### config.mk
export PLATFORM = sky130hd
export DESIGN_NAME = noc_rr_arbiter
export DESIGN_NICKNAME = d
export VERILOG_FILES = /design/src/rtl/noc_arb_pkg.sv /design/src/rtl/rr_priority_picker.sv /design/src/rtl/noc_rr_arbiter.sv
export SDC_FILE = /design/constraint.sdc
export NUM_CORES = 1
export LEC_CHECK = 0
export BUFFER_PORTS_ARGS = -buffer_cell sky130_fd_sc_hd__buf_2
export CAP_MARGIN = 20
export CORE_MARGIN = 1
export CORE_UTILIZATION = 35
export CTS_BUF_LIST = sky130_fd_sc_hd__clkbuf_4
export DETAILED_ROUTE_END_ITERATION = 10
export MAX_ROUTING_LAYER = met4
export PLACE_DENSITY = 0.62
export SYNTH_ARGS = -nofsm -noshare
export SYNTH_HDL_FRONTEND = slang
export SYNTH_HIERARCHICAL = 1
export SYNTH_SLANG_ARGS = --single-unit
### constraint.sdc
create_clock -name clk -period 2.55 [get_ports clk]
set_clock_uncertainty 0.2 [all_clocks]
set_input_delay 0.1275 -clock clk [delete_from_list [all_inputs] [get_ports clk]]
set_output_delay 0.1275 -clock clk [all_outputs]
set_load 0.005 [all_outputs]
### src/rtl/noc_arb_pkg.sv
// Shared types and helpers for the NoC output-port round-robin arbiter.
// Port count is capped at MAX_PORTS so one fixed-width one-hot helper serves every instance.
package noc_arb_pkg;

  localparam int unsigned MAX_PORTS = 32;

  typedef enum logic {
    IDLE  = 1'b0,
    SERVE = 1'b1
  } arb_state_e;

  // Callers narrow the result with a size cast to their own port count.
  function automatic logic [MAX_PORTS-1:0] onehot(input int unsigned idx);
    return MAX_PORTS'(1) << idx;
  endfunction

endpackage

### src/rtl/rr_priority_picker.sv
// Combinational circular find-first: returns the first set bit of vec at or after start,
// wrapping from N-1 back to 0.
module rr_priority_picker #(
  parameter  int N     = 5,
  localparam int IDX_W = (N > 1) ? $clog2(N) : 1
) (
  input  logic [N-1:0]     vec,
  input  logic [IDX_W-1:0] start,
  output logic             valid,
  output logic [IDX_W-1:0] idx
);

  logic [N-1:0]   upper_mask;
  logic [2*N-1:0] dbl_vec;

  always_comb begin
    for (int i = 0; i < N; i++) begin
      upper_mask[i] = (IDX_W'(i) >= start);
    end
  end

  // Lower copy keeps only bits at or above start; upper copy supplies the wrapped-around bits.
  always_comb begin
    dbl_vec = {vec, vec & upper_mask};
    valid   = |vec;
    idx     = '0;
    for (int i = 2*N-1; i >= 0; i--) begin
      if (dbl_vec[i]) begin
        idx = (i >= N) ? IDX_W'(i - N) : IDX_W'(i);
      end
    end
  end

endmodule

### src/rtl/noc_rr_arbiter.sv
// Round-robin output-port arbiter with RTS/DCTS handshake and a hold limit that
// bounds consecutive grants to one owner while others are waiting.
module noc_rr_arbiter
  import noc_arb_pkg::*;
#(
  parameter int NUM_PORTS = 5,
  parameter int MAX_HOLD  = 8,
  parameter int HOLD_W    = (MAX_HOLD > 0) ? $clog2(MAX_HOLD + 1) : 1
) (
  input  logic                 clk,
  input  logic                 rst,
  input  logic [NUM_PORTS-1:0] req,
  input  logic                 dcts,
  output logic [NUM_PORTS-1:0] grant,
  output logic [NUM_PORTS-1:0] xbar_sel,
  output logic                 rts
);

  localparam int               IDX_W     = $clog2(NUM_PORTS);
  localparam logic [IDX_W-1:0] LAST_IDX  = IDX_W'(NUM_PORTS - 1);
  localparam logic [HOLD_W-1:0] HOLD_LIM = HOLD_W'(MAX_HOLD);
  localparam bit               UNLIMITED = (MAX_HOLD == 0);

  arb_state_e        state_q, state_d;
  logic [IDX_W-1:0]  owner_q, owner_d;
  logic [IDX_W-1:0]  last_owner_q, last_owner_d;
  logic              rts_q, rts_d;
  logic [HOLD_W-1:0] hold_q, hold_d;

  logic [NUM_PORTS-1:0] owner_oh;
  logic [NUM_PORTS-1:0] pick_vec;
  logic [IDX_W-1:0]     pick_start;
  logic                 pick_valid;
  logic [IDX_W-1:0]     pick_idx;
  logic                 fire;
  logic                 stall;
  logic                 keep_owner;

  function automatic logic [IDX_W-1:0] next_idx(input logic [IDX_W-1:0] i);
    return (i == LAST_IDX) ? '0 : i + IDX_W'(1);
  endfunction

  // In SERVE the owner is masked out, so pick_valid doubles as "some other port requests".
  always_comb begin
    owner_oh   = NUM_PORTS'(onehot(32'(owner_q)));
    pick_vec   = (state_q == SERVE) ? (req & ~owner_oh) : req;
    pick_start = (state_q == SERVE) ? next_idx(owner_q) : next_idx(last_owner_q);
  end

  rr_priority_picker #(
    .N (NUM_PORTS)
  ) u_picker (
    .vec   (pick_vec),
    .start (pick_start),
    .valid (pick_valid),
    .idx   (pick_idx)
  );

  always_comb begin
    fire       = rts_q & dcts;
    stall      = rts_q & ~dcts;
    keep_owner = req[owner_q] && (UNLIMITED || (hold_q != HOLD_LIM) || !pick_valid);
  end

  always_comb begin
    state_d      = state_q;
    owner_d      = owner_q;
    last_owner_d = last_owner_q;
    rts_d        = rts_q;
    hold_d       = hold_q;
    grant        = '0;
    xbar_sel     = '0;

    case (state_q)
      IDLE: begin
        rts_d = 1'b0;
        if (pick_valid) begin
          state_d = SERVE;
          owner_d = pick_idx;
          hold_d  = '0;
        end
      end

      SERVE: begin
        xbar_sel = owner_oh;
        if (fire) begin
          grant = owner_oh;
        end
        rts_d = ~fire;

        // A stalled handshake freezes everything but rts_q, which simply stays high.
        if (!stall) begin
          if (keep_owner) begin
            if (fire && !UNLIMITED && (hold_q != HOLD_LIM)) begin
              hold_d = hold_q + HOLD_W'(1);
            end
          end else if (pick_valid) begin
            owner_d      = pick_idx;
            last_owner_d = owner_q;
            hold_d       = '0;
          end else begin
            state_d      = IDLE;
            last_owner_d = owner_q;
            rts_d        = 1'b0;
          end
        end
      end

      default: begin
        state_d = IDLE;
        rts_d   = 1'b0;
      end
    endcase
  end

  always_ff @(posedge clk) begin
    if (rst) begin
      state_q      <= IDLE;
      owner_q      <= '0;
      last_owner_q <= LAST_IDX;
      rts_q        <= 1'b0;
      hold_q       <= '0;
    end else begin
      state_q      <= state_d;
      owner_q      <= owner_d;
      last_owner_q <= last_owner_d;
      rts_q        <= rts_d;
      hold_q       <= hold_d;
    end
  end

  assign rts = rts_q;

  grant_onehot_a: assert property (@(posedge clk) disable iff (rst) $onehot0(grant));

endmodule

==> impl_metrics.tcl <==
set metrics [dict create \
    yosys.area_share.simple 0.2580 \
    synth_compound_area_frac 0.2719 \
    crit_chain "buf_4 > ha_1 > nand2_1 > and2_1 > nor4_2 > nand2b_1 > nand3_1 > a21boi_0 > buf_4 > nand3_1 > a21oi_1" \
    cts_made_buffers 3 \
    period_share 0.9400 \
    max_freq_mhz 417.2 \
    port_buffers 18 \
    root_buffer "clkbuf_4" \
    yosys.area.top_type "dfxtp_1" \
    routed_wl_um 2886 \
    die_w_um 59.79 \
    grt_pass1_vias 1131 \
    path_clk_slew_ns 0.07 \
    multi_input_area_um2 825.8 \
    cpPeakStageDelay_ns 0.38 \
    async_flop_share 0 \
    synth-xor-area-share 0 \
    overflow 0 \
    critPathBufInv 2 \
    cpMaxStageDelayCell "dfxtp_1" \
    ir_worst_vdd_mv 0.2101 \
    holdCritPathClass "in -> reg" \
    clkSinkCount 12 \
    grt_pass1_wl_um 4685 \
    post_synth.cell_area_avg_um2 7.688 \
    max-cap-violations 0 \
    coreArea_um2 3103 \
    grt_max_degree 14 \
    status "finished clean" \
    maxSlewHeadroom 0.4766 \
    via_count 1202 \
    clock_path_buffers 2 \
    rsz0062_at_grt "no" \
    synthAdderAreaFrac 0.09636 \
    power_density_nw_per_um2 578.9 \
    tritoncts "done" \
    start_util 0.3766 \
    required_ns 2.54 \
    post_drt_wl_per_cell_um 12.49 \
    num_rows 20 \
    synthCells 152 \
    area_growth_pct 24.63 \
    fillers 337 \
    total_power_mw 0.8432 \
    drt_iter0_markers 55 \
    maxSlewViolCount 0 \
    use_met1 0.1929 \
    period_needed_ns 2.397 \
    register_area_um2 242.7 \
    grt_usage 0.1735 \
    cts_setup_buffers 0 \
    h-tree-depth 1 \
    fin_tns_setup_ns 0 \
    dr.pass1.iters 4 \
    ant_nets 0 \
    dieArea_um2 3574 \
    crit_arrival_ns 2.39 \
    crit_type "reg -> reg" \
    synth_edf_count 0 \
    muxShareOfSynthArea 0.07066 \
    path_max_fanout 6 \
    finalHoldViolCount 0 \
    drive_above_1_share 0.2888 \
    use_met3 0.01299 \
    syn-cell-area_um2 1169 \
    antenna_cells 0 \
    leakage_nw 0.6588 \
    layout.nets 205 \
    synthTopCellsByArea "dfxtp_1 21%, ha_1 9.6%, inv_1 6.1%" \
    synth_top_family_by_area "compound AO/OA/AOI/OAI gates" \
    grt.busiest_layer "met2" \
    synthesis.nets 169 \
    antenna_found_initial 0 \
    drc 0 \
    synth.top_cell.area_share 0.2056 \
    clk_latency_ns 0.27 \
    synth_ff_type "dfxtp_1" \
    gp_congestion 0.8322 \
    worstSetupStartpointType "flip-flop" \
    synth-seq-area-share 0.2056 \
    yosys_warnings 6 \
    io_pins 19 \
    worst_pin_slew_ns 0.7780 \
    dp_hpwl_um 2436 \
    die_h_um 59.79 \
    gr-usage-met2 0.3270 \
    critPathTopFamily "simple AND/OR/NAND/NOR gates" \
    synth_cell_type_count 48 \
    ys_ff_latch 12 \
    setup_viol 0 \
    cp-end-kind "flip-flop" \
    vias_per_cell 5.203 \
]
==> cell usage after synthesis, drive strengths merged (2+ instances only) <==
master  number
nand4        3
a32oi        2
nor2        15
buf          4
ha           9
inv         19
clkbuf       2
nor2b        2
nand2b       7
and2         5
o21a         2
mux2i        6
a21oi       10
o211ai       3
nor4         2
o21ai        9
dfxtp       12
nand2        7
nand3        9
mux2         2
==> report_power, final <==
group          internal [mW]  switching (mW)  total [mW]
Clock                 0.0566          0.0615       0.118
Combinational          0.227           0.262       0.488
Sequential             0.211          0.0257       0.237
==> timing repair <==
item,4_1_cts,5_1_grt
hold buffers,1,0
endpoints found under the hold margin,4,0
gates resized for setup,0,7
setup endpoints to repair,0,6
==> layer usage <==
metal  wire [µm]  up-vias
li1            -      609
met1        1345      575
met2        1477       16
met3          51        2
met4          12        0
met5           0        -
==> through the flow <==
stage               instances  setup slack, ns  utilization  hold slack [ns]  area [µm²]
floorplan                 152          0.07654            -           0.1328        1169
global placement          226           0.2112       0.4532           0.2483        1406
detailed placement        226           0.1188       0.4532           0.2513        1406
CTS                       231          0.09000       0.4649          0.07838        1443
global route              231         0.006433       0.4694           0.1117        1456
finish                    231           0.1531       0.4694          0.09067        1456
==> final cells by class <==
cell class | instances | area share
clock buffers | 3 | 0.01546
multi-input cells | 115 | 0.5670
flip-flops and latches | 12 | 0.1667
inverters | 19 | 0.04897
well taps | 44 | 0.03780
clock inverters | 1 | 0.002577
repair buffers | 37 | 0.1615
==> logic make-up (layout without fill, tap and decap cells) <==
family / after synthesis / count (layout)
AOI/OAI and AO/OA: 41 / 41
DFF: 12 / 12
buffers and inverters: 25 / 60
muxes: 8 / 8
and+or+nand+nor: 57 / 57
adders and majority gates: 9 / 9
==> path summary, 6_finish.rpt <==
kind / startpoint / end / slack [ns] / cells after the start
setup / recovery: owner_q[0] / owner_q[2] / 0.15 / 11
hold / removal: dcts / hold_q[0] / 0.09 / 4
setup reg to reg: owner_q[0] / owner_q[2] / 0.15 / 11
hold reg to reg: last_owner_q[1] / last_owner_q[1] / 0.30 / 2
==> worst register-to-register path, cell delays in order, from the launching register on <==
cell	delay (ns)
dfxtp_1	0.38
buf_4	0.17
ha_1	0.14
nand2_1	0.06
and2_1	0.18
nor4_2	0.32
nand2b_1	0.17
nand3_1	0.12
a21boi_0	0.19
buf_4	0.15
nand3_1	0.07
a21oi_1	0.17
==> registers in the layout, summed over array words and instances (netlist names) <==
signal / count
hold_q: 4
last_owner_q: 3
owner_q: 3
rts: 1
state_q: 1
==> cells in the final DEF, fill, tap and decap left out, drive strengths merged, types with 2 or more instances in the layout <==
cell type	synthesis	layout
o211ai	3	3
and2	5	5
dfxtp	12	12
ha	9	9
a21oi	10	10
nand2b	7	7
mux2i	6	6
a32oi	2	2
nor2b	2	2
nand4	3	3
mux2	2	2
nor4	2	2
inv	19	19
nand3	9	9
o21a	2	2
nand2	7	7
buf	4	36
clkbuf	2	3
nor2	15	15
o21ai	9	9
Note: power is estimated with default switching activity, not from simulation.
